==> src/rtl/armleocpu_csr_pkg.sv <==
// Shared CSR interface definitions: register-file command encoding and Zicsr funct3 values.
package armleocpu_csr_pkg;

    localparam int ARMLEOCPU_CSR_CMD_WIDTH = 4;

    localparam logic [ARMLEOCPU_CSR_CMD_WIDTH-1:0] ARMLEOCPU_CSR_CMD_NONE       = 4'd0;
    localparam logic [ARMLEOCPU_CSR_CMD_WIDTH-1:0] ARMLEOCPU_CSR_CMD_WRITE      = 4'd1;
    localparam logic [ARMLEOCPU_CSR_CMD_WIDTH-1:0] ARMLEOCPU_CSR_CMD_READ       = 4'd2;
    localparam logic [ARMLEOCPU_CSR_CMD_WIDTH-1:0] ARMLEOCPU_CSR_CMD_READ_WRITE = 4'd3;

    localparam logic [2:0] CSR_F3_CSRRW  = 3'b001;
    localparam logic [2:0] CSR_F3_CSRRS  = 3'b010;
    localparam logic [2:0] CSR_F3_CSRRC  = 3'b011;
    localparam logic [2:0] CSR_F3_CSRRWI = 3'b101;
    localparam logic [2:0] CSR_F3_CSRRSI = 3'b110;
    localparam logic [2:0] CSR_F3_CSRRCI = 3'b111;

    // 000 and 100 are the only funct3 values in the SYSTEM opcode that are not Zicsr.
    function automatic logic csr_f3_illegal(input logic [2:0] funct3);
        return funct3[1:0] == 2'b00;
    endfunction

endpackage

==> src/rtl/armleocpu_csr_alu.sv <==
// Combinational new-value computation for CSR write/set/clear.
module armleocpu_csr_alu
    import armleocpu_csr_pkg::*;
(
    input  logic [2:0]  i_funct3,
    input  logic [31:0] i_old,
    input  logic [31:0] i_src,
    output logic [31:0] o_new
);

    always_comb begin
        // NOTE: every output of a combinational block gets a default first so no latch is inferred.
        o_new = i_src;
        case (i_funct3)
            CSR_F3_CSRRS, CSR_F3_CSRRSI: o_new = i_old | i_src;
            CSR_F3_CSRRC, CSR_F3_CSRRCI: o_new = i_old & ~i_src;
            default:                     o_new = i_src;
        endcase
    end

endmodule

==> src/rtl/armleocpu_csr_exec.sv <==
// Execute-stage Zicsr sequencer: turns CSRRW/RS/RC(I) into register-file commands,
// splitting set/clear into a READ then WRITE read-modify-write.
module armleocpu_csr_exec
    import armleocpu_csr_pkg::*;
#(
    parameter int CMD_WIDTH = ARMLEOCPU_CSR_CMD_WIDTH
) (
    input  logic                 clk,
    input  logic                 rst,

    input  logic                 req_valid,
    output logic                 req_ready,
    input  logic [2:0]           req_funct3,
    input  logic [11:0]          req_csr_address,
    input  logic [4:0]           req_rs1_index,
    input  logic [31:0]          req_rs1_value,
    input  logic [4:0]           req_rd,

    output logic [CMD_WIDTH-1:0] csr_cmd,
    output logic [11:0]          csr_address,
    output logic [31:0]          csr_writedata,
    input  logic [31:0]          csr_readdata,
    input  logic                 csr_invalid,

    output logic                 rsp_valid,
    input  logic                 rsp_ready,
    output logic                 rsp_illegal,
    output logic                 rsp_rd_write,
    output logic [4:0]           rsp_rd_addr,
    output logic [31:0]          rsp_rd_data
);

    typedef enum logic [2:0] {
        IDLE,
        SINGLE,
        RMW_READ,
        RMW_WRITE,
        RESP
    } state_t;

    state_t      r_state;
    state_t      w_state_nxt;

    logic [2:0]  r_funct3;
    logic [11:0] r_address;
    logic [4:0]  r_rs1_index;
    logic [4:0]  r_rd;
    logic [31:0] r_src;
    logic [31:0] r_old;
    logic        r_illegal;

    logic [31:0]          w_src;
    logic [31:0]          w_alu_new;
    logic [CMD_WIDTH-1:0] w_single_cmd;

    assign w_src = req_funct3[2] ? {27'b0, req_rs1_index} : req_rs1_value;

    armleocpu_csr_alu u_alu (
        .i_funct3 (r_funct3),
        .i_old    (r_old),
        .i_src    (r_src),
        .o_new    (w_alu_new)
    );

    // Set/clear with x0/zimm=0 must not write, so it degrades to a plain READ.
    always_comb begin
        w_single_cmd = CMD_WIDTH'(ARMLEOCPU_CSR_CMD_READ);
        if (r_funct3[1:0] == 2'b01)
            w_single_cmd = (r_rd == 5'd0) ? CMD_WIDTH'(ARMLEOCPU_CSR_CMD_WRITE)
                                          : CMD_WIDTH'(ARMLEOCPU_CSR_CMD_READ_WRITE);
    end

    always_comb begin
        w_state_nxt   = r_state;
        req_ready     = 1'b0;
        csr_cmd       = CMD_WIDTH'(ARMLEOCPU_CSR_CMD_NONE);
        csr_address   = 12'd0;
        csr_writedata = 32'd0;
        rsp_valid     = 1'b0;
        rsp_illegal   = 1'b0;
        rsp_rd_write  = 1'b0;
        rsp_rd_addr   = 5'd0;
        rsp_rd_data   = 32'd0;
        case (r_state)
            IDLE: begin
                req_ready = 1'b1;
                if (req_valid) begin
                    if (csr_f3_illegal(req_funct3))
                        w_state_nxt = RESP;
                    else if (req_funct3[1:0] == 2'b01 || req_rs1_index == 5'd0)
                        w_state_nxt = SINGLE;
                    else
                        w_state_nxt = RMW_READ;
                end
            end
            SINGLE: begin
                csr_cmd       = w_single_cmd;
                csr_address   = r_address;
                csr_writedata = r_src;
                w_state_nxt   = RESP;
            end
            RMW_READ: begin
                csr_cmd     = CMD_WIDTH'(ARMLEOCPU_CSR_CMD_READ);
                csr_address = r_address;
                w_state_nxt = csr_invalid ? RESP : RMW_WRITE;
            end
            RMW_WRITE: begin
                csr_cmd       = CMD_WIDTH'(ARMLEOCPU_CSR_CMD_WRITE);
                csr_address   = r_address;
                csr_writedata = w_alu_new;
                w_state_nxt   = RESP;
            end
            RESP: begin
                rsp_valid    = 1'b1;
                rsp_illegal  = r_illegal;
                rsp_rd_write = !r_illegal && (r_rd != 5'd0);
                rsp_rd_addr  = r_rd;
                rsp_rd_data  = r_illegal ? 32'd0 : r_old;
                if (rsp_ready)
                    w_state_nxt = IDLE;
            end
            default: w_state_nxt = IDLE;
        endcase
    end

    always_ff @(posedge clk or posedge rst) begin
        if (rst)
            r_state <= IDLE;
        else
            // NOTE: sequential state uses non-blocking assignment so every flop samples pre-edge values.
            r_state <= w_state_nxt;
    end

    // csr_readdata/csr_invalid are only meaningful in the cycle their command is driven.
    always_ff @(posedge clk or posedge rst) begin
        if (rst) begin
            r_funct3    <= 3'd0;
            r_address   <= 12'd0;
            r_rs1_index <= 5'd0;
            r_rd        <= 5'd0;
            r_src       <= 32'd0;
            r_old       <= 32'd0;
            r_illegal   <= 1'b0;
        end else begin
            case (r_state)
                IDLE: if (req_valid) begin
                    r_funct3    <= req_funct3;
                    r_address   <= req_csr_address;
                    r_rs1_index <= req_rs1_index;
                    r_rd        <= req_rd;
                    r_src       <= w_src;
                    r_old       <= 32'd0;
                    r_illegal   <= csr_f3_illegal(req_funct3);
                end
                SINGLE, RMW_READ: begin
                    r_old     <= csr_readdata;
                    r_illegal <= csr_invalid;
                end
                RMW_WRITE: r_illegal <= csr_invalid;
                default: ;
            endcase
        end
    end

endmodule
==> config.mk <==
export PLATFORM = sky130hd
export DESIGN_NAME = armleocpu_csr_exec
export DESIGN_NICKNAME = d
export VERILOG_FILES = /design/src/rtl/armleocpu_csr_pkg.sv /design/src/rtl/armleocpu_csr_alu.sv /design/src/rtl/armleocpu_csr_exec.sv
export SDC_FILE = /design/constraint.sdc
export NUM_CORES = 1
export LEC_CHECK = 0
export BUFFER_PORTS_ARGS = -buffer_cell sky130_fd_sc_hd__buf_4
export CAP_MARGIN = 30
export CORE_MARGIN = 1.5
export CORE_UTILIZATION = 30
export DETAILED_ROUTE_END_ITERATION = 8
export HOLD_SLACK_MARGIN = 0.05
export PLACE_DENSITY = 0.62
export SLEW_MARGIN = 30
export SYNTH_ARGS = -nofsm -noshare
export SYNTH_HDL_FRONTEND = slang
export SYNTH_HIERARCHICAL = 1
export SYNTH_SLANG_ARGS = --single-unit
==> constraint.sdc <==
create_clock -name clk -period 4.2 [get_ports clk]
set_input_delay 0.21 -clock clk [delete_from_list [all_inputs] [get_ports clk]]
set_output_delay 0.21 -clock clk [all_outputs]
set_load 0.01 [all_outputs]
==> flow_summary.toml <==
[outcome]
outcome = "finished clean"

[clock_tree]
postCtsResizedCells = 0
clockBufferDepth = 2
cts_setup_buffers = 0
clk_pin_slew_worst_paths_ns = 0.07
hold_buffers = 2
insertion_delay_ns = 0.34
cts_sinks = 87
cts-buffers-inserted = 9
cts-htree-levels = 3
cts_root_buf = "sky130_fd_sc_hd__clkbuf_16"
cts_tree = "done"

[floorplanning]
floorplan.die_area_sq_mm = 0.0168
horiz_die_dim_um = 130
row_count = 46
floorplan.die.height_um = 130
starting_density_of_the_core = 0.305
fp.coreArea_sq_mm = 0.0158
pin_count = 183

[final_layout]
num_antenna_cells = 0
nets = 712
final_layout_size_suffix_gt1_frac = 0.423
layoutNonFillerInstCount = 838
syn2layout_area_growth_pct = 35.6

[grt]
antenna_found_initial = 0
globalRouteTotalUtil = 0.168
first_global_vias = 4188
grt_first_pass_wirelength_mm = 21.7
grt_remaining_overflow = 0
pin_count_of_the_biggest_net_entering_global_routing = 49

[worst_setup_path]
cp_cell_sequence = "or3b_4 > nor2_4 > and2_1 > buf_4"
critical_path.max_stage_delay_ns = 0.67
cp_max_fo = 32
timing.reg2reg.worst_path_depth = 3
worst-path-buf-inv = 1
timing.critical_path.slowest_stage_cell = "sky130_fd_sc_hd__dfrtp_1"
worst_setup_slack_for_register_to_register_paths_ns = 2.03
cp.required_ns = 3.99
critical_path.top_delay_family = "simple AND/OR/NAND/NOR gates"
end_kind = "primary output"
setup.worst_path.start = "r_state[2]"
crit_path_depth = 4
rr_endpoint = "r_address[6]"
cp-start-kind = "flip-flop"
endpoint = "rsp_rd_data[27]"
category_of_the_most_critical_setup_path = "reg2out"
r2r-start = "r_state[2]"
worst-endpoint-arrival_ns = 2.42

[timing]
finalCriticalPeriod_ns = 2.63
worstMarginPinSlew_ns = 0.891
fin_crit_sh = 0.626
setup_tns_ns = 0
fin_skew_ns = 0.00625
holdWs_ns = 0.0775
maxClockFrequency_mhz = 380
grt_setup_unrepaired = "no"
setup-violations-final = 0
hold_viol_final = 0
slew_headroom = 0.405
final-max-slew-violation-count = 0

[synth]
syn_area_sq_mm = 0.00481
post_synth_inst_count = 463
syn_area_per_cell_sq_um = 10.4
synth.yosys.warnings = 6

[drt]
route.final.wire_length_mm = 13.9
dr.pass1.iters = 7
initialDrtViolationCount = 182
total_number_of_vias = 4055
vias_per_cell = 4.84
dr_drc_count = 0
post_drt_wl_per_cell_um = 16.6
antenna_violating_nets_post_route = 0

[pwr]
power_leakage_nw = 3.16
power_density_mw_per_mm2 = 637
max_rail_drop_vdd_mv = 0.305

[run]
max_cap_check_violation_count = 0

[placement]
io_buffer_count = 180
routabilityCongestion = 0.796
placedCellCount = 821
dp_hpwl_mm = 9.55

[worst_hold_path]
min_path_type = "in2reg"
[layer usage]
layer / wire (um) / track usage / vias up
met4: 167 / 0.0503 / 0
met2: 6710 / 0.281 / 128
met5: 0 / 0 / -
met3: 888 / 0.0479 / 12
li1: - / - / 1959
met1: 6110 / 0.211 / 1956
[stage by stage]
stage | power [mW] | area [sq um] | utilization | worst slack (ns)
after CTS | 4.19 | 6530 | 0.414 | 1.53
after detailed placement | 3.40 | 6220 | 0.394 | 1.92
final | 4.15 | 6530 | 0.414 | 1.57
after global placement | 3.33 | 6200 | 0.393 | 1.63
after global routing | 4.45 | 6530 | 0.414 | 1.41
after floorplan | 2.86 | 4820 | - | 1.74
[cell usage in the layout (no fill, tap or decap), drive strengths merged, types with 2 or more instances in the layout]
master and instances:
conb 2, or4 2, buf 185, clkinv 3
nand2b 28, o21ai 33, nor2 10, and3 7
a21oi 66, nor2b 2, nor3 4, mux2i 5
nand2 33, dfrtp 87, and2 45, clkbuf 12
mux2 19, dlygate4sd3 2, a22o 64, inv 2
[flip-flops by register name (all words and copies together) (netlist names)]
signal and count:
r_rd 5, r_state 3, r_src 32, r_old 32, r_illegal 1, r_funct3 2
r_address 12
[worst min-delay path by stage]
stage	start	cells after the start	endpoint
after detailed placement	rst	2	r_address[10]
final	csr_readdata[11]	2	r_old[11]
after floorplan	rsp_ready	1	r_state[2]
after global routing	csr_readdata[20]	2	r_old[20]
after CTS	csr_readdata[11]	2	r_old[11]
after global placement	rst	2	r_address[6]
[area by class of cell]
cell class,count,area (sq um)
clock buffers,12,267
clock inverters,3,17.5
fillers,1611,9250
inverters,3,12.5
multi-input cells,330,2360
flip-flops and latches,87,2180
well taps,216,270
repair buffers,187,1420
[report_power, final]
part,switching (mW),internal (mW)
Clock,0.332,0.444
Combinational,0.949,0.865
Sequential,0.363,1.20
No activity file was read; power rests on OpenSTA's default activity.
